--- config.mk ---
export PLATFORM = sky130hd
export DESIGN_NAME = inv_key_registers_unit
export DESIGN_NICKNAME = d
export VERILOG_FILES = /design/src/rtl/aes_key_pkg.sv /design/src/rtl/inv_rcon_gen.sv /design/src/rtl/inv_key_registers_unit.sv
export SDC_FILE = /design/constraint.sdc
export NUM_CORES = 1
export LEC_CHECK = 0
export CORE_ASPECT_RATIO = 0.5
export CORE_MARGIN = 1
export CORE_UTILIZATION = 45
export DETAILED_ROUTE_END_ITERATION = 16
export PLACE_DENSITY = 0.67
export SETUP_SLACK_MARGIN = 0.1
export SYNTH_ARGS = -nofsm -noshare
export SYNTH_HDL_FRONTEND = slang
export SYNTH_HIERARCHICAL = 1
export SYNTH_SLANG_ARGS = --single-unit
--- constraint.sdc ---
create_clock -name clk -period 4.97 [get_ports clk]
set_input_delay 0.497 -clock clk [delete_from_list [all_inputs] [get_ports clk]]
set_output_delay 0.497 -clock clk [all_outputs]
set_load 0.03 [all_outputs]
--- src/rtl/aes_key_pkg.sv ---
// rtl/aes_key_pkg.sv - shared types and constants for the AES key-schedule units
package aes_key_pkg;

  typedef enum logic [2:0] {IDLE, LOAD, STREAM, SUB, DONE} key_state_e;

  localparam int CNT_W         = 5;
  localparam int KEY_BYTES     = 16;
  localparam int STREAM_CYCLES = 16;
  localparam int SUB_CYCLES    = 4;

  localparam logic [7:0] RCON_LAST     = 8'h36;
  localparam logic [7:0] INV_RCON_POLY = 8'h8D;

  // Inverse of the xtime step: halve in GF(2^8), folding the reduction polynomial back in
  function automatic logic [7:0] inv_rcon_next(input logic [7:0] rc);
    return rc[0] ? ((rc >> 1) ^ INV_RCON_POLY) : (rc >> 1);
  endfunction

endpackage

--- src/rtl/inv_rcon_gen.sv ---
// rtl/inv_rcon_gen.sv - inverse round-constant register: load to the last Rcon, step backwards
module inv_rcon_gen
  import aes_key_pkg::*;
#(
  parameter logic [7:0] P_RCON_INIT = aes_key_pkg::RCON_LAST
) (
  input  logic       clk,
  input  logic       rst_n,
  input  logic       i_load,
  input  logic       i_step,
  output logic [7:0] o_rcon
);

  logic [7:0] r_rcon;

  always_ff @(posedge clk or negedge rst_n) begin
    if (!rst_n) begin
      r_rcon <= P_RCON_INIT;
    end else if (i_load) begin
      r_rcon <= P_RCON_INIT;
    end else if (i_step) begin
      r_rcon <= inv_rcon_next(r_rcon);
    end
  end

  assign o_rcon = r_rcon;

endmodule

--- src/rtl/inv_key_registers_unit.sv ---
// rtl/inv_key_registers_unit.sv - byte-serial AES-128 inverse key schedule
// Streams the held round key byte by byte while rewinding it to the previous round key.
module inv_key_registers_unit
  import aes_key_pkg::*;
#(
  parameter int         NR        = 10,
  parameter logic [7:0] RCON_LAST = aes_key_pkg::RCON_LAST
) (
  input  logic       clk,
  input  logic       rst_n,
  input  logic       key_in_valid,
  input  logic [7:0] key_in,
  input  logic       start,
  input  logic [7:0] sbox_out,
  output logic [7:0] key_out,
  output logic       key_out_valid,
  output logic       sbox_req,
  output logic [7:0] sbox_in,
  output logic       busy,
  output logic       loaded,
  output logic       done,
  output logic [3:0] round_idx
);

  localparam logic [3:0]       LP_NR          = 4'(NR);
  localparam logic [CNT_W-1:0] LP_LOAD_LAST   = CNT_W'(KEY_BYTES - 1);
  localparam logic [CNT_W-1:0] LP_STREAM_LAST = CNT_W'(STREAM_CYCLES - 1);
  localparam logic [CNT_W-1:0] LP_SUB_LAST    = CNT_W'(STREAM_CYCLES + SUB_CYCLES - 1);

  key_state_e       r_state;
  key_state_e       w_next;
  logic [CNT_W-1:0] r_cnt;
  logic [7:0]       r_key  [KEY_BYTES];
  logic [7:0]       r_hist [4];
  logic [7:0]       r_key_hold;
  logic             r_loaded;
  logic [3:0]       r_round;

  logic       w_load_byte;
  logic       w_load_last;
  logic       w_start_ok;
  logic [1:0] w_sub_sel;
  logic [3:0] w_sbox_idx;
  logic [7:0] w_rcon;
  logic [7:0] w_rcon_mix;

  assign w_load_byte = key_in_valid && ((r_state == IDLE) || (r_state == LOAD));
  assign w_load_last = key_in_valid && (r_state == LOAD) && (r_cnt == LP_LOAD_LAST);
  assign w_start_ok  = start && r_loaded && (r_round != 4'd0) && (r_state == IDLE) && !key_in_valid;

  // SUB step s updates byte s from the RotWord'd last word: 13, 14, 15, 12
  assign w_sub_sel  = r_cnt[1:0];
  assign w_sbox_idx = {2'b11, w_sub_sel + 2'd1};
  assign w_rcon_mix = (w_sub_sel == 2'd0) ? w_rcon : 8'h00;

  always_ff @(posedge clk or negedge rst_n) begin
    if (!rst_n) begin
      r_state <= IDLE;
    end else begin
      r_state <= w_next;
    end
  end

  always_comb begin
    w_next = r_state;
    case (r_state)
      IDLE: begin
        if (key_in_valid) begin
          w_next = LOAD;
        end else if (w_start_ok) begin
          w_next = STREAM;
        end
      end
      LOAD:    if (w_load_last) w_next = IDLE;
      STREAM:  if (r_cnt == LP_STREAM_LAST) w_next = SUB;
      SUB:     if (r_cnt == LP_SUB_LAST) w_next = DONE;
      DONE:    w_next = IDLE;
      default: w_next = IDLE;
    endcase
  end

  always_ff @(posedge clk or negedge rst_n) begin
    if (!rst_n) begin
      r_cnt    <= '0;
      r_loaded <= 1'b0;
      r_round  <= 4'd0;
    end else begin
      case (r_state)
        IDLE: begin
          if (key_in_valid) begin
            r_cnt    <= CNT_W'(1);
            r_loaded <= 1'b0;
          end else if (w_start_ok) begin
            r_cnt <= '0;
          end
        end
        LOAD: begin
          if (key_in_valid) r_cnt <= r_cnt + CNT_W'(1);
          if (w_load_last) begin
            r_loaded <= 1'b1;
            r_round  <= LP_NR;
          end
        end
        STREAM, SUB: r_cnt <= r_cnt + CNT_W'(1);
        DONE: begin
          r_cnt   <= '0;
          r_round <= r_round - 4'd1;
        end
        default: r_cnt <= '0;
      endcase
    end
  end

  // STREAM rotates the register through K0; the last four original bytes are kept
  // in r_hist because the in-place XOR needs k(j-4) before it was overwritten.
  always_ff @(posedge clk or negedge rst_n) begin
    if (!rst_n) begin
      for (int i = 0; i < KEY_BYTES; i++) r_key[i] <= 8'h00;
      for (int i = 0; i < 4; i++) r_hist[i] <= 8'h00;
      r_key_hold <= 8'h00;
    end else if (w_load_byte) begin
      for (int i = 0; i < KEY_BYTES - 1; i++) r_key[i] <= r_key[i+1];
      r_key[KEY_BYTES-1] <= key_in;
    end else if (r_state == STREAM) begin
      for (int i = 0; i < KEY_BYTES - 1; i++) r_key[i] <= r_key[i+1];
      r_key[KEY_BYTES-1] <= (r_cnt < CNT_W'(4)) ? r_key[0] : (r_key[0] ^ r_hist[3]);
      r_hist[0]  <= r_key[0];
      r_hist[1]  <= r_hist[0];
      r_hist[2]  <= r_hist[1];
      r_hist[3]  <= r_hist[2];
      r_key_hold <= r_key[0];
    end else if (r_state == SUB) begin
      r_key[{2'b00, w_sub_sel}] <= r_key[{2'b00, w_sub_sel}] ^ sbox_out ^ w_rcon_mix;
    end
  end

  inv_rcon_gen #(
    .P_RCON_INIT (RCON_LAST)
  ) u_inv_rcon_gen (
    .clk    (clk),
    .rst_n  (rst_n),
    .i_load (w_load_last),
    .i_step (r_state == DONE),
    .o_rcon (w_rcon)
  );

  assign key_out_valid = (r_state == STREAM);
  assign key_out       = key_out_valid ? r_key[0] : r_key_hold;
  assign sbox_req      = (r_state == SUB);
  assign sbox_in       = sbox_req ? r_key[w_sbox_idx] : 8'h00;
  assign busy          = (r_state == STREAM) || (r_state == SUB);
  assign done          = (r_state == DONE);
  assign loaded        = r_loaded;
  assign round_idx     = r_round;

endmodule

==> tab_implementation.tex, run 1 <==
\begin{tabular}{lr}
\hline
Metric & Value \\
\hline
\multicolumn{2}{l}{\textbf{Run status}} \\
Outcome & finished clean \\
\multicolumn{2}{l}{\textbf{Synth}} \\
Most common library cells after synthesis & sky130\_fd\_sc\_hd\_\_nand2\_1, sky130\_fd\_sc\_hd\_\_dfrtp\_1, sky130\_fd\_sc\_hd\_\_a21o\_1, sky130\_fd\_sc\_hd\_\_a22o\_1, sky130\_fd\_sc\_hd\_\_buf\_2 \\
Net count after synthesis & 893 \\
Number of standard cells after synthesis & 867 \\
Asr flop ratio synth & 1.00 \\
Cell types occupying the most area after synthesis & sky130\_fd\_sc\_hd\_\_dfrtp\_1, sky130\_fd\_sc\_hd\_\_nand2\_1, sky130\_fd\_sc\_hd\_\_mux4\_2 \\
Portion of the post-synthesis area used by sequential elements & 0.558 \\
Number of enable-type register cells in the synthesized netlist & 0 \\
Yosys top cell by area & sky130\_fd\_sc\_hd\_\_dfrtp\_1 \\
Synthesis warning total & 6 \\
Fraction of post-synthesis cell area in the top cell type by area & 0.545 \\
Most common cell in the netlist & sky130\_fd\_sc\_hd\_\_nand2\_1 \\
Flop and latch count out of synthesis & 189 \\
Syn Std Cell Area & 8490 µm² \\
Number of different library cells in the post-synthesis netlist & 53 \\
Average size of a mapped cell & 9.79 µm² \\
Primary FF master, synth & sky130\_fd\_sc\_hd\_\_dfrtp\_1 \\
\multicolumn{2}{l}{\textbf{CTS}} \\
Number of buffers on the longest clock path & 2 \\
H-tree levels & 4 \\
Clock root buffer & sky130\_fd\_sc\_hd\_\_clkbuf\_16 \\
TritonCTS sink count & 189 \\
TritonCTS clock tree & built \\
Source-to-sink clock delay at the later pin of the worst-skew pair & 0.43 ns \\
Hold buffers post-CTS & 0 \\
TritonCTS buffer count & 17 \\
Number of buffers inserted by post-CTS setup repair & 0 \\
CTS-repair resized insts & 0 \\
Clock transition at the registers of the reported paths & 0.07 ns \\
\multicolumn{2}{l}{\textbf{Setup path}} \\
CP max stage delay & 0.69 ns \\
Cell with the largest stage delay on the worst path & sky130\_fd\_sc\_hd\_\_dfrtp\_1 \\
Worst-path cell chain & inv\_1, ha\_1, mux4\_2, nor2b\_1, clkdlybuf4s50\_1 \\
Worst Setup Start Kind & flip-flop \\
FF-to-FF path depth & 5 \\
Kind of end point of the critical path & output pin \\
Crit path buffers/inverters & 2 \\
CP Depth & 5 \\
Worst Setup Path Type & reg -> out \\
Endpoint required time on the critical path & 4.47 ns \\
Arrival time at the worst endpoint & 3.19 ns \\
Crit-path leading delay family & buffers and inverters \\
Biggest fanout along the worst timing path & 12 \\
\multicolumn{2}{l}{\textbf{Floorplan}} \\
\# rows & 35 \\
I/O pin count & 45 \\
Die outline area & 19500 µm² \\
Initial standard-cell utilization of the core & 0.461 \\
Area of the core & 18400 µm² \\
Vertical extent of the die & 99.1 µm \\
Die outline width & 196 µm \\
\multicolumn{2}{l}{\textbf{Global routing}} \\
Met3 Use GR & 0.0434 \\
Vias in the first global route & 5847 \\
Total global routing track utilization & 0.200 \\
Grt ovf & 0 \\
Met1 demand-to-capacity share in global routing & 0.300 \\
Most used routing layer in global routing & met1 \\
Pin count of the biggest net entering global routing & 124 \\
M2 GR Usage & 0.290 \\
Initial antenna violation count & 0 \\
First-pass GRT wire length & 30.5 mm \\
\multicolumn{2}{l}{\textbf{Timing}} \\
Final count of negative-setup-slack endpoints & 0 \\
Worst rel slew slack & 0.299 \\
Setup repair after global routing missed its margin & false \\
Final critical delay including setup and external delays & 3.69 ns \\
Final number of max-transition violations & 0 \\
Top achievable clock speed & 271 MHz \\
Setup TNS & 0 ns \\
Final hold violation count & 0 \\
Transition time at the pin with the least slew margin & 1.05 ns \\
Tcrit/Tclk final & 0.742 \\
Setup skew after layout & 0.0106 ns \\
\multicolumn{2}{l}{\textbf{Detailed routing}} \\
Number of nets with antenna violations after routing & 0 \\
Number of DRC violations after detailed routing & 0 \\
Drt initial violations & 492 \\
Routed wirelength normalized by instance count & 15.6 µm \\
Vias per inst & 5.16 \\
Pre-antenna DRT Iters & 4 \\
Routed via count & 6017 \\
Wirelength, routed & 18.2 mm \\
\multicolumn{2}{l}{\textbf{Hold path}} \\
Path category of the worst min-delay check & in -> async \\
\multicolumn{2}{l}{\textbf{Pwr}} \\
Post-layout power & 6970 µW \\
Leakage power total & 0.00499 µW \\
Peak supply drop & 0.000448 V \\
Power density relative to cell area & 719 nW/µm² \\
\multicolumn{2}{l}{\textbf{Place}} \\
Placed cell area & 9090 µm² \\
Detailed-placement wirelength estimate & 11.5 mm \\
Number of port buffers & 44 \\
Placed cell count & 1133 \\
Global placer's final weighted congestion & 0.804 \\
\multicolumn{2}{l}{\textbf{Final layout}} \\
Net count of the finished layout & 919 \\
Share of layout cells above drive strength 1 & 0.0927 \\
Count of antenna diodes in the layout & 0 \\
Layout Area Growth over Synthesis & 14.1\% \\
Layout Cell Area excl Fill & 9690 µm² \\
Count of placed standard cells in the final layout, fillers left out & 1165 \\
\multicolumn{2}{l}{\textbf{Flow run}} \\
Max-cap viol count & 0 \\
\hline
\end{tabular}
[layout by cell type (no fill, tap or decap), drive strengths merged, types with 16 or more instances in the layout]
master           n
o21ai           18
a22o            32
nand2          409
clkbuf          21
nor2            16
a21o            35
clkdlybuf4s50   43
mux4            16
xor2            16
dfrtp          185
[worst reg2reg max path: stages (launching register included)]
cell and delay, ns:
sky130_fd_sc_hd__dfrtp_1 0.55, sky130_fd_sc_hd__nand2b_1 0.28, sky130_fd_sc_hd__a21oi_4 0.83, sky130_fd_sc_hd__buf_4 0.48
sky130_fd_sc_hd__a22o_1 0.23, sky130_fd_sc_hd__a21o_1 0.09
[flip-flops by register name, indices dropped and copies added (netlist names)]
register	cells
loaded	1
round_idx	4
r_key_hold	8
r_hist	32
r_state	3
r_cnt	5
r_key	128
u_inv_rcon_gen/o_rcon	8
[logic make-up (layout without fill, tap and decap cells)]
group | count (synthesis) | count (layout) | share of synthesized area
flops | 189 | 189 | 0.558
fa+ha+maj | 6 | 6 | 0.00884
buf+inv | 54 | 93 | 0.0320
simple gates | 457 | 457 | 0.215
mux | 21 | 21 | 0.0483
compound gates | 113 | 113 | 0.104
xor+xnor | 27 | 27 | 0.0340
[power by group]
part | switching [µW] | internal (µW)
sequential | 513 | 2190
combinational | 1640 | 1240
clock | 599 | 799
total | 2750 | 4220
[final timing paths]
kind                            start          to  slack, ns
hold reg to reg             r_hist[8]   r_hist[0]       0.45
max in group asynchronous       rst_n  r_hist[10]       3.86
setup / recovery             r_cnt[1]  sbox_in[7]       1.28
hold / removal                  rst_n   r_key[45]       0.21
min in group clk            r_hist[8]   r_hist[0]       0.45
setup reg to reg           r_state[1]  r_key[110]       2.45
[per-layer routing]
layer,share of wire,wire length (µm)
met1,0.51,9220
met5,0,0
met4,0.019,343
met2,0.44,7920
met3,0.037,671
[final cells by class]
type | instances | area (µm²)
timing repair buffer | 51 | 509
inverter | 10 | 37.5
clock inverter | 12 | 163
multi-input combinational | 624 | 3490
clock buffer | 20 | 437
tap | 259 | 324
sequential | 189 | 4730
fill | 1639 | 8750
[per-stage QoR]
| step | hold slack (ns) | utilization | setup slack, ns |
|---|---|---|---|
| after floorplan | 0.201 | - | 2.29 |
| after global placement | 0.448 | 0.493 | 1.83 |
| after detailed placement | 0.448 | 0.493 | 1.74 |
| after CTS | 0.271 | 0.526 | 1.28 |
| after global routing | 0.281 | 0.526 | 1.15 |
| final | 0.211 | 0.526 | 1.28 |
Power figures use the tool's default switching activity.
==> inputs of run 2 (changes only) <==
--- a/config.mk
+++ b/config.mk
@@ -9,7 +9,7 @@
 export CORE_MARGIN = 1
 export CORE_UTILIZATION = 45
 export DETAILED_ROUTE_END_ITERATION = 16
-export PLACE_DENSITY = 0.67
+export PLACE_DENSITY = 0.69
 export SETUP_SLACK_MARGIN = 0.1
 export SYNTH_ARGS = -nofsm -noshare
 export SYNTH_HDL_FRONTEND = slang
==> constraint.sdc (replaced) <==
create_clock -name clk -period 3.15 [get_ports clk]
set_input_delay 0.315 -clock clk [delete_from_list [all_inputs] [get_ports clk]]
set_output_delay 0.315 -clock clk [all_outputs]
set_load 0.03 [all_outputs]
==> tab_implementation.tex, run 2 (synthesis results as in run 1) <==
\begin{tabular}{lr}
\hline
Metric & Value \\
\hline
\multicolumn{2}{l}{\textbf{Place}} \\
Number of port buffers & 44 (unchanged) \\
Detailed-placement wirelength estimate & 12.0 mm (+4.5\%) \\
Post-Place Worst Slack & 0.585 ns (-1.16 ns) \\
Placed cell count & 1140 (+0.62\%) \\
Global placer's final weighted congestion & 0.852 (+6.0\%) \\
\multicolumn{2}{l}{\textbf{Setup path}} \\
Endpoint required time on the critical path & 2.83 ns (-1.64 ns) \\
Crit-path leading delay family & buffers and inverters \\
Launch point of the worst reg-to-reg path & r\_cnt[0] \\
Crit path buffers/inverters & 2 (unchanged) \\
Biggest fanout along the worst timing path & 9 (-3) \\
Kind of end point of the critical path & output pin \\
Arrival time at the worst endpoint & 2.60 ns (-0.59 ns) \\
Worst-path cell chain & inv\_1, ha\_2, mux4\_2, nor2b\_1, clkdlybuf4s50\_1 \\
Register-to-register path setup slack & 0.74 ns (-1.71 ns) \\
Cell with the largest stage delay on the worst path & sky130\_fd\_sc\_hd\_\_clkdlybuf4s50\_1 \\
Worst Setup Start Kind & flip-flop \\
CP max stage delay & 0.61 ns (-0.08 ns) \\
FF-to-FF path depth & 7 (+2) \\
Endpoint of the lowest-slack register-to-register path & r\_state[1] \\
Worst Setup Path Type & reg -> out \\
\multicolumn{2}{l}{\textbf{Hold path}} \\
HP Start & r\_key[56] \\
Cell count of the worst hold path & 2 \\
Path category of the worst min-delay check & reg -> reg \\
Min-Delay Endpoint & r\_key[64] \\
\multicolumn{2}{l}{\textbf{Pwr}} \\
Switch Pwr & 4510 µW (+64\%) \\
Net switching fraction of the power & 0.405 (+0.0108) \\
Internal power contribution & 6610 µW (+57\%) \\
Peak supply drop & 0.000512 V (+14\%) \\
Leakage power total & 0.00506 µW (+1.4\%) \\
Relative contribution of the clock network to total power & 0.197 (-0.004) \\
Power density relative to cell area & 1130 nW/µm² (+58\%) \\
Reg power frac & 0.380 (-0.007) \\
Share of total power in combinational logic & 0.423 (+0.011) \\
\multicolumn{2}{l}{\textbf{CTS}} \\
TritonCTS clock tree & built \\
Clock root buffer & sky130\_fd\_sc\_hd\_\_clkbuf\_16 \\
Number of buffers inserted by post-CTS setup repair & 0 (unchanged) \\
TritonCTS sink count & 189 (unchanged) \\
Number of buffers on the longest clock path & 2 (unchanged) \\
Source-to-sink clock delay at the later pin of the worst-skew pair & 0.43 ns (about the same) \\
Clock transition at the registers of the reported paths & 0.08 ns (about the same) \\
H-tree levels & 4 (unchanged) \\
TritonCTS buffer count & 17 (unchanged) \\
\multicolumn{2}{l}{\textbf{Floorplan}} \\
Die outline width & 196 µm (unchanged) \\
Initial standard-cell utilization of the core & 0.461 (unchanged) \\
\# rows & 35 (unchanged) \\
Area of the core & 18400 µm² (unchanged) \\
Die outline area & 19500 µm² (unchanged) \\
Vertical extent of the die & 99.1 µm (unchanged) \\
I/O pin count & 45 (unchanged) \\
\multicolumn{2}{l}{\textbf{Detailed routing}} \\
Number of DRC violations after detailed routing & 0 (unchanged) \\
Pre-antenna DRT Iters & 5 (+1) \\
Metal-1 WL & 9.03 mm (-2.1\%) \\
Total met2 wirelength after detailed routing & 8.37 mm (+5.7\%) \\
Wirelength, routed & 18.6 mm (+2.2\%) \\
Routed wl met3 & 771 µm (+15\%) \\
Highest metal used & met4 \\
Routed wirelength normalized by instance count & 15.8 µm (+1.5\%) \\
Vias per inst & 5.19 (+0.51\%) \\
Drt initial violations & 458 (-6.9\%) \\
Routed via count & 6089 (+1.2\%) \\
Number of nets with antenna violations after routing & 0 (unchanged) \\
\multicolumn{2}{l}{\textbf{Timing}} \\
Final hold violation count & 0 (unchanged) \\
Transition time at the pin with the least slew margin & 0.861 ns (-0.191 ns) \\
Setup TNS & 0 ns (unchanged) \\
Worst rel slew slack & 0.426 (+0.128) \\
Top achievable clock speed & 344 MHz \\
Setup repair after global routing missed its margin & false \\
Tcrit/Tclk final & 0.924 \\
Setup skew after layout & 0.0127 ns (+0.00215 ns) \\
Worst Setup Slack, final & 0.239 ns (-1.04 ns) \\
Final number of max-transition violations & 0 (unchanged) \\
Final critical delay including setup and external delays & 2.91 ns \\
Final count of negative-setup-slack endpoints & 0 (unchanged) \\
\multicolumn{2}{l}{\textbf{Global routing}} \\
Total global routing track utilization & 0.207 (+0.00673) \\
Pin count of the biggest net entering global routing & 89 (-28\%) \\
Vias in the first global route & 5889 (+0.72\%) \\
Initial antenna violation count & 0 (unchanged) \\
Grt ovf & 0 (unchanged) \\
First-pass GRT wire length & 31.2 mm (+2.4\%) \\
\multicolumn{2}{l}{\textbf{Run status}} \\
Outcome & finished clean \\
\multicolumn{2}{l}{\textbf{Final layout}} \\
Net count of the finished layout & 927 (+0.87\%) \\
Largest reg by FF count & r\_key \\
Final-layout fill cell count & 1573 (-4.0\%) \\
Largest registers & r\_key (128), r\_hist (32) \\
Final Core Density & 0.532 (+0.00597) \\
Layout Area Growth over Synthesis & 15.4\% \\
Count of placed standard cells in the final layout, fillers left out & 1173 (+0.69\%) \\
Count of antenna diodes in the layout & 0 (unchanged) \\
Highest-count cells in the layout ignoring fill and taps & sky130\_fd\_sc\_hd\_\_nand2\_1, sky130\_fd\_sc\_hd\_\_dfrtp\_1, sky130\_fd\_sc\_hd\_\_clkdlybuf4s50\_1 \\
Most common library cell in the layout ignoring fill and taps & sky130\_fd\_sc\_hd\_\_nand2\_1 \\
Share of layout cells above drive strength 1 & 0.108 (+0.0156) \\
Flip-flop count of the largest register after layout & 128 (unchanged) \\
\multicolumn{2}{l}{\textbf{Flow run}} \\
Max-cap viol count & 0 (unchanged) \\
\hline
\end{tabular}
## run 2: worst max path at each step
| stage | cells after the start | from | end | slack [ns] |
|---|---|---|---|---|
| detailed placement | 5 | r_cnt[1] | sbox_in[7] | 0.58 |
| CTS | 5 | r_cnt[1] | sbox_in[7] | 0.11 |
| floorplan | 7 | r_cnt[0] | sbox_in[7] | 0.65 |
| finish | 5 | r_cnt[1] | sbox_in[7] | 0.24 |
| global placement | 5 | r_cnt[1] | sbox_in[7] | 0.62 |
| global route | 5 | r_cnt[1] | sbox_in[7] | 0.12 |
## run 2: timing repair
item,4_1_cts,5_1_grt
hold buffers,1,0
endpoints found under the setup margin,0,4
gates resized for setup,0,2
hold endpoints to repair,85,0
## run 2: power by group through the flow
stage | logic (µW) | clock network (µW) | registers (µW)
2_1_floorplan | 3630 | 0 | 4010
6_report | 4700 | 2190 | 4220
3_3_place_gp | 4590 | 0 | 4200
5_1_grt | 5220 | 2330 | 4330
4_1_cts | 4740 | 2220 | 4210
3_5_place_dp | 4680 | 0 | 4240
## run 2: per-stage QoR
step / area [µm²] / hold slack [ns] / total power (µW)
after floorplan: 8490 / 0.0194 / 7630
after global placement: 9180 / 0.417 / 8790
after detailed placement: 9180 / 0.422 / 8920
after CTS: 9800 / 0.470 / 11200
after global routing: 9800 / 0.488 / 11900
final: 9800 / 0.469 / 11100
## run 2: per-layer routing
metal	vias up	GRT usage
met2	123	0.301
met3	32	0.0485
met4	0	0.0685
li1	2903	-
met5	-	0
met1	3031	0.307
## run 2: layout make-up
class | instances | area, µm² | share of cell area
multi-input cells | 624 | 3490 | 0.356
clock inverters | 14 | 176 | 0.0180
clock buffers | 18 | 429 | 0.0438
inverters | 10 | 38.8 | 0.00396
flip-flops and latches | 189 | 4730 | 0.483
well taps | 259 | 324 | 0.0331
repair buffers | 59 | 609 | 0.0622
## run 2: tightest hold or removal path: stages, from the launching register on
cell and delay (ns):
sky130_fd_sc_hd__dfrtp_1 0.35, sky130_fd_sc_hd__nand2_1 0.05, sky130_fd_sc_hd__nand2_1 0.05
